## src/rtl/aes_shift_rows_pipe.sv

```systemverilog
// ---------------------------------------------------------------------------
// aes_shift_rows_pipe
//
// A registered ShiftRows / InvShiftRows stage for Rijndael states of NB
// columns (NB = 4, 6 or 8, i.e. 128/192/256-bit blocks). The direction is
// chosen per beat, so one instance can serve both the encrypt and decrypt
// round pipelines. The permutation is pure wiring in front of the output
// register, so no path runs combinationally from in_* to out_*.
//
// Parameters
//   NB     state columns (4, 6 or 8)
//   TAG_W  sideband tag width (>= 1)
//   W      derived data width, 32*NB
//
// Ports
//   clk, rst_n            clock, asynchronous active-low reset
//   flush                 synchronous discard of every held beat
//   in_valid / in_ready   input handshake
//   in_inv                0: ShiftRows, 1: InvShiftRows
//   in_tag, in_data       beat tag and state (byte k = r+4c at [W-1-8k -: 8])
//   out_valid / out_ready output handshake
//   out_tag, out_data     registered tag and shifted state
//
// Build option
//   AES_SHIFT_ROWS_SKID_EN  adds a skid slot so in_ready comes from a flop
//                           and has no combinational path from out_ready.
//                           Undefined: single output slot, in_ready follows
//                           out_ready combinationally.
// ---------------------------------------------------------------------------

// One state row: rotate NB bytes left (forward) or right (inverse) by SHIFT.
// Ports: row_in  bytes of the row, index = column
//        inv     rotation direction
//        row_out rotated row
module aes_shift_rows_row #(
    parameter int NB    = 4,
    parameter int SHIFT = 0
) (
    input  logic [NB-1:0][7:0] row_in,
    input  logic               inv,
    output logic [NB-1:0][7:0] row_out
);

    for (genvar c = 0; c < NB; c++) begin : g_col
        // Both candidates are fixed taps, so this is a 2:1 byte mux per column.
        assign row_out[c] = inv ? row_in[(c - SHIFT + NB) % NB]
                                : row_in[(c + SHIFT) % NB];
    end

endmodule

module aes_shift_rows_pipe #(
    parameter  int NB    = 4,
    parameter  int TAG_W = 4,
    localparam int W     = 32 * NB
) (
    input  logic             clk,
    input  logic             rst_n,
    input  logic             flush,
    input  logic             in_valid,
    output logic             in_ready,
    input  logic             in_inv,
    input  logic [TAG_W-1:0] in_tag,
    input  logic [W-1:0]     in_data,
    output logic             out_valid,
    input  logic             out_ready,
    output logic [TAG_W-1:0] out_tag,
    output logic [W-1:0]     out_data
);

    if (!(NB == 4 || NB == 6 || NB == 8)) begin : g_bad_nb
        $error("aes_shift_rows_pipe: NB must be 4, 6 or 8");
    end
    if (TAG_W < 1) begin : g_bad_tag
        $error("aes_shift_rows_pipe: TAG_W must be at least 1");
    end

    // Rijndael row offsets: {0,1,2,3} for NB=4/6, {0,1,3,4} for NB=8.
    function automatic int row_shift(input int r);
        if (r == 0) return 0;
        if (NB == 8) return (r == 1) ? 1 : r + 1;
        return r;
    endfunction

    typedef struct packed {
        logic [TAG_W-1:0] tag;
        logic [W-1:0]     data;
    } beat_t;

    // -----------------------------------------------------------------------
    // Permutation: unpack column-major bytes into rows, rotate, repack.
    // -----------------------------------------------------------------------
    logic [3:0][NB-1:0][7:0] rows_in;
    logic [3:0][NB-1:0][7:0] rows_out;
    logic [W-1:0]            perm_data;

    for (genvar r = 0; r < 4; r++) begin : g_row
        for (genvar c = 0; c < NB; c++) begin : g_byte
            assign rows_in[r][c]                      = in_data[W-1-8*(r+4*c) -: 8];
            assign perm_data[W-1-8*(r+4*c) -: 8]      = rows_out[r][c];
        end

        aes_shift_rows_row #(
            .NB    (NB),
            .SHIFT (row_shift(r))
        ) u_row (
            .row_in  (rows_in[r]),
            .inv     (in_inv),
            .row_out (rows_out[r])
        );
    end

    beat_t in_beat;
    beat_t out_q;
    logic  out_valid_q;
    logic  accept;

    assign in_beat.tag  = in_tag;
    assign in_beat.data = perm_data;

`ifdef AES_SHIFT_ROWS_SKID_EN
    // -----------------------------------------------------------------------
    // Two slots. in_ready only looks at the skid flop, cutting the
    // out_ready -> in_ready path. A beat arriving while the output slot is
    // stalled parks in the skid slot, which then blocks further input until
    // the next take moves it forward.
    // -----------------------------------------------------------------------
    logic  skid_valid;
    beat_t skid_q;
    logic  out_free;

    assign in_ready = !flush && !skid_valid;
    assign accept   = in_valid && in_ready;
    assign out_free = !out_valid_q || out_ready;

    always_ff @(posedge clk or negedge rst_n) begin
        if (!rst_n) begin
            out_valid_q <= 1'b0;
            out_q       <= '0;
            skid_valid  <= 1'b0;
            skid_q      <= '0;
        end else if (flush) begin
            out_valid_q <= 1'b0;
            skid_valid  <= 1'b0;
        end else if (out_free) begin
            // Skid content is older than anything on the input, drain it
            // first. accept is necessarily low while skid_valid is set.
            if (skid_valid) begin
                out_q       <= skid_q;
                out_valid_q <= 1'b1;
                skid_valid  <= 1'b0;
            end else if (accept) begin
                out_q       <= in_beat;
                out_valid_q <= 1'b1;
            end else begin
                out_valid_q <= 1'b0;
            end
        end else if (accept) begin
            skid_q     <= in_beat;
            skid_valid <= 1'b1;
        end
    end
`else
    // -----------------------------------------------------------------------
    // Single slot. Take and accept in the same cycle overwrite the slot,
    // which gives one beat per cycle under continuous out_ready.
    // -----------------------------------------------------------------------
    assign in_ready = !flush && (!out_valid_q || out_ready);
    assign accept   = in_valid && in_ready;

    always_ff @(posedge clk or negedge rst_n) begin
        if (!rst_n) begin
            out_valid_q <= 1'b0;
            out_q       <= '0;
        end else if (flush) begin
            out_valid_q <= 1'b0;
        end else if (accept) begin
            out_q       <= in_beat;
            out_valid_q <= 1'b1;
        end else if (out_ready) begin
            out_valid_q <= 1'b0;
        end
    end
`endif

    assign out_valid = out_valid_q;
    assign out_tag   = out_q.tag;
    assign out_data  = out_q.data;

endmodule

```

## config.mk

```make
export PLATFORM = sky130hd
export DESIGN_NAME = aes_shift_rows_pipe
export DESIGN_NICKNAME = d
export VERILOG_FILES = /design/src/rtl/aes_shift_rows_pipe.sv
export SDC_FILE = /design/constraint.sdc
export NUM_CORES = 1
export LEC_CHECK = 0
export CAP_MARGIN = 20
export CORE_UTILIZATION = 46
export CTS_BUF_LIST = sky130_fd_sc_hd__clkbuf_8
export DETAILED_ROUTE_END_ITERATION = 6
export PLACE_DENSITY = 0.89
export RECOVER_POWER = 25
export SLEW_MARGIN = 5
export SYNTH_ARGS = -nofsm -noshare
export SYNTH_HDL_FRONTEND = slang
export SYNTH_SLANG_ARGS = --single-unit
```

## constraint.sdc

```tcl
create_clock -name clk -period 2.5 [get_ports clk]
set_input_delay 0.5 -clock clk [delete_from_list [all_inputs] [get_ports clk]]
set_output_delay 0.5 -clock clk [all_outputs]
set_load 0.05 [all_outputs]
```

After elaboration in Yosys (flattened, before gate mapping)
Index checks and enable logic that the tools add are counted.
Widths: inputs -> output; s select.
{"block": "word_totals", "regBits": 133, "wordCells": 22, "inputBits": 138}
{"block": "op_classes", "n_bitwise": 1, "mux": 11, "reduce_logical": 7}
{"operator": "$mux 8", "count": 8}
{"operator": "$mux 1", "count": 3}
{"operator": "$reduce_bool 3->1", "count": 1}
{"operator": "$logic_and 1x1->1", "count": 2}
{"operator": "$logic_not 1->1", "count": 2}
{"operator": "$reduce_and 2->1", "count": 1}
{"operator": "$logic_or 1x1->1", "count": 1}
{"operator": "$not 1->1", "count": 1}

Longest topological paths before layout
{"block": "logic_depth", "depth_word": 6, "depth_mapped": 5, "mapped_depth_nobuf": 3}

Hierarchy
From an unflattened synthesis, not the netlist that was laid out.
{"block": "hier_totals", "hier_cells": 420, "hier_area_um2": 6540.0}
{"module": "aes_shift_rows_pipe", "seq_area_each_um2": 3328.2, "instances": 1, "cells_per_inst": 284, "area_per_inst_um2": 4971.0}
{"module": "aes_shift_rows_row at g_row[1].u_row ...", "seq_area_each_um2": 0.0, "instances": 2, "cells_per_inst": 36, "area_per_inst_um2": 544.3}
{"module": "aes_shift_rows_row at g_row[0].u_row ...", "seq_area_each_um2": 0.0, "instances": 2, "cells_per_inst": 32, "area_per_inst_um2": 240.2}

Worst setup path after synthesis
Ideal clock, no wire load.
{"block": "synth_timing", "path_type": "register to output", "startpoint": "reg out_valid_q, in the netlist out_valid", "endpoint": "out in_ready", "slack_ps": 549, "arrival_time_ps": 1451, "stages_incl_launch_ff": 3, "path_cell_list": "dfrtp_1 nor2b_2 nor2_1"}
{"block": "synth_via", "elab_chain_len": 3}
{"item": "start, declared", "line_no": "115", "text": "logic out_valid_q;"}
{"item": "start signal, assigned", "line_no": "173", "text": "out_valid_q <= 1'b0;"}
{"item": "start signal, assigned", "line_no": "176", "text": "out_valid_q <= 1'b0;"}
{"item": "start signal, assigned", "line_no": "179", "text": "out_valid_q <= 1'b1;"}
{"item": "$logic_not 1->1", "line_no": "168", "text": "assign in_ready = !flush && (!out_valid_q || out_ready);"}
{"item": "$logic_or 1x1->1", "line_no": "168"}
{"item": "$logic_and 1x1->1", "line_no": "168"}
{"item": "end, declared", "line_no": "61", "text": "output logic in_ready,"}
No other way between the ends.

Worst setup path after layout
{"block": "layout_timing", "startpoint": "reg out_q (netlist bit out_data[67])", "endpoint": "out out_data[67]"}
{"item": "start, declared", "line_no": "114", "text": "beat_t out_q;"}
{"item": "start signal, assigned", "line_no": "178", "text": "out_q <= in_beat;"}
{"item": "end, declared", "line_no": "68", "text": "output logic [W-1:0] out_data"}
No word-level cell between the ends.

==> summary.txt <==
Status
  • Outcome: finished clean

Placed design
  • Post-DP HPWL: 10,800 um
  • Standard cell area after detailed placement: 8610 um2
  • Cell count after placement: 779
  • Weighted congestion at the end of routability-driven global placement: 0.738
  • Post-placement setup slack: 238 ps
  • Count of input and output buffers: 271

Clock tree
  • CTS tree: built
  • Clock latency on the worst-skew pair: 450 ps
  • Max Root-Sink Buffers: 2
  • Total CTS buffers: 17
  • Number of instances resized during post-cts repair: 0
  • Clock-pin slew reported for the worst setup and hold paths after clock tree synthesis: 70 ps
  • TritonCTS sink count: 133
  • Count of hold-fix buffers inserted at cts: 0
  • Root Buffer: clkbuf_8
  • H-tree Lvls: 4
  • Number of buffers added for setup after CTS: 0

Timing
  • Worst setup slack after layout: 350 ps
  • Clk_skew: 7.97 ps
  • Slew headroom: 26.4%
  • Part of the cycle the worst path needs: 86.0%
  • Pin slew with the least headroom to its limit: 1100 ps
  • Max Clk Rate: 0.465 GHz
  • Setup-violating endpoint count in the final report: 0
  • Minimum clock period: 2150 ps
  • Pins over their slew limit: 0
  • Total Neg Setup Slack: 0 ps
  • RSZ-0062 raised after global routing: false
  • Hold Vio Cnt, Final: 0

Worst hold path
  • Class of the tightest hold or removal check: input port to asynchronous set/reset pin

Pwr
  • Total leakage power: 0.00364 uW
  • Part of the power in the clock network: 21.3%
  • Part of the power in combinational logic: 41.8%
  • Total Power: 7450 uW
  • P per Cell Area: 835 nW/um2
  • Power dissipated by switching net loads: 2880 uW
  • Internal cell power: 4560 uW
  • Switching power share of the total: 38.7%
  • Portion of total power attributed to sequential cells: 36.9%
  • Maximum ir drop on the vdd rail: 0.539 mV

Finish
  • Most frequent standard cell in the layout excluding fill and tap cells: clkdlybuf4s50_1
  • Commonest non-fill, non-tap cells in the layout: 268 x clkdlybuf4s50_1, 156 x mux2_2, 133 x dfrtp_1
  • Proportion of layout cells with a drive suffix above 1: 30.3%
  • Count of non-filler cells in the finished layout: 809
  • Layout Area Growth over Synthesis: 55.8%
  • Number of nets in the layout: 768
  • Fill cell count: 779
  • Number of antenna cells inserted: 0
  • Layout Cell Area excl Fill: 8920 um2

Worst setup path
  • Highest fanout seen on the critical path: 2
  • Critical path's top delay family: buffers and inverters
  • Chain of cells forming the critical path: clkdlybuf4s50_1
  • Nature of the critical path startpoint: flip-flop
  • Element type at the critical path end: output pin
  • CP Data Required Time: 2000 ps
  • CP Buf/Inv Count: 1
  • Worst path arrival time: 1650 ps
  • Kind of critical path: flip-flop to output pin
  • Library cell contributing the largest single delay on the critical path: clkdlybuf4s50_1
  • Critical Path Max Stage Delay: 850 ps

Floorplanning
  • Area of the core region: 12,100 um2
  • Die extent in x: 114 um
  • Initial Util: 47.5%
  • Height of the die: 114 um
  • FP Rows: 40
  • Total die area: 12,900 um2
  • Top-level I/O count: 272

Logic synthesis
  • Mean instance size in the synthesized netlist: 16.1 um2
  • Portion of the post-synthesis area used by sequential elements: 58.1%
  • Number of unique standard cell types used by synthesis: 10
  • Gate count after technology mapping: 355
  • Number of nets in the synthesized netlist: 493
  • Cell area after technology mapping: 5730 um2
  • Number of flip-flops and latches in the synthesized netlist: 133
  • Synthesis Warnings: 0

Routing
  • WL per Instance: 18.1 um
  • Total number of vias: 4,050
  • DR iter-0 viols: 125
  • Via density per instance: 5.01
  • Residual antenna-violating net count after detailed routing: 0
  • Number of iterations in the first detailed-routing pass: 4
  • Total detailed-routing wirelength: 14,700 um
  • DRC Markers: 0

Global routing
  • GRT Resource Usage Total: 23.8%
  • Global-route wire length before repair: 23,000 um
  • Via count of the first global-routing pass: 4,465
  • Remaining global-route overflow: 0
  • Maximum number of pins on one net before global-route repair: 75
  • Number of antenna violations at the first check in global routing: 0

Job
  • MaxCap Viol Count: 0
-- cells by family (layout without fill, tap and decap cells) --
logic type    Yosys count  count (layout)  synth area share (%)
buf+inv                21             307                  2.67
flops                 133             133                  58.1
mux                   196             196                  38.5
simple gates            5               5                 0.677
-- area by class of cell --
type / count / area (um2) / share of cell area [%]
tap: 168 / 210 / 2.36
sequential: 133 / 3330 / 37.3
clock inverter: 7 / 31.3 / 0.351
clock buffer: 23 / 317 / 3.55
multi-input combinational: 201 / 2250 / 25.2
timing repair buffer: 277 / 2790 / 31.3
-- power by group through the flow --
stage | clock network (uW) | logic [uW] | registers, uW
after global routing | 1730 | 3220 | 2800
final | 1580 | 3120 | 2750
after detailed placement | 0 | 3130 | 2790
after global placement | 0 | 3070 | 2760
after CTS | 1630 | 3140 | 2750
after floorplan | 0 | 507 | 4160
-- registers in the layout, summed over array words and instances (netlist names) --
signal     cells
out_data     128
out_tag        4
out_valid      1
-- layer usage --
layer	up-vias	track usage (%)	share of wire, %
li1	1822	-	-
met1	2015	25.7	37
met2	181	40.0	51
met3	32	10.3	9.8
met4	0	11.5	2.9
met5	-	0	0
-- worst paths after layout --
| path | slack, ps | cells past startpoint | startpoint | to |
|---|---|---|---|---|
| max in group asynchronous | 590 | 2 | rst_n | out_data[110] |
| worst min register to register | 490 | 1 | out_data[94] | out_data[94] |
| min in group clk | 490 | 1 | out_data[94] | out_data[94] |
| worst min-delay path | 260 | 1 | rst_n | out_data[9] |
| worst max register to register | 710 | 4 | out_valid | out_data[20] |
| worst max-delay path | 350 | 1 | out_data[67] | out_data[67] |
-- synthesized netlist by cell type, drive strengths merged --
master	number	area [um2]
nor2b	1	8.76
nor2	3	11.3
buf	21	153
dfrtp	133	3330
nor3b	1	18.8
mux2	196	2210
-- through the flow --
stage               hold WS [ps]  utilization (%)
finish                       257             74.0
global route                 331             74.0
CTS                         48.8             74.2
detailed placement           474             71.4
global placement             466             71.4
floorplan                    204                -
No activity file was read; power rests on OpenSTA's default activity.
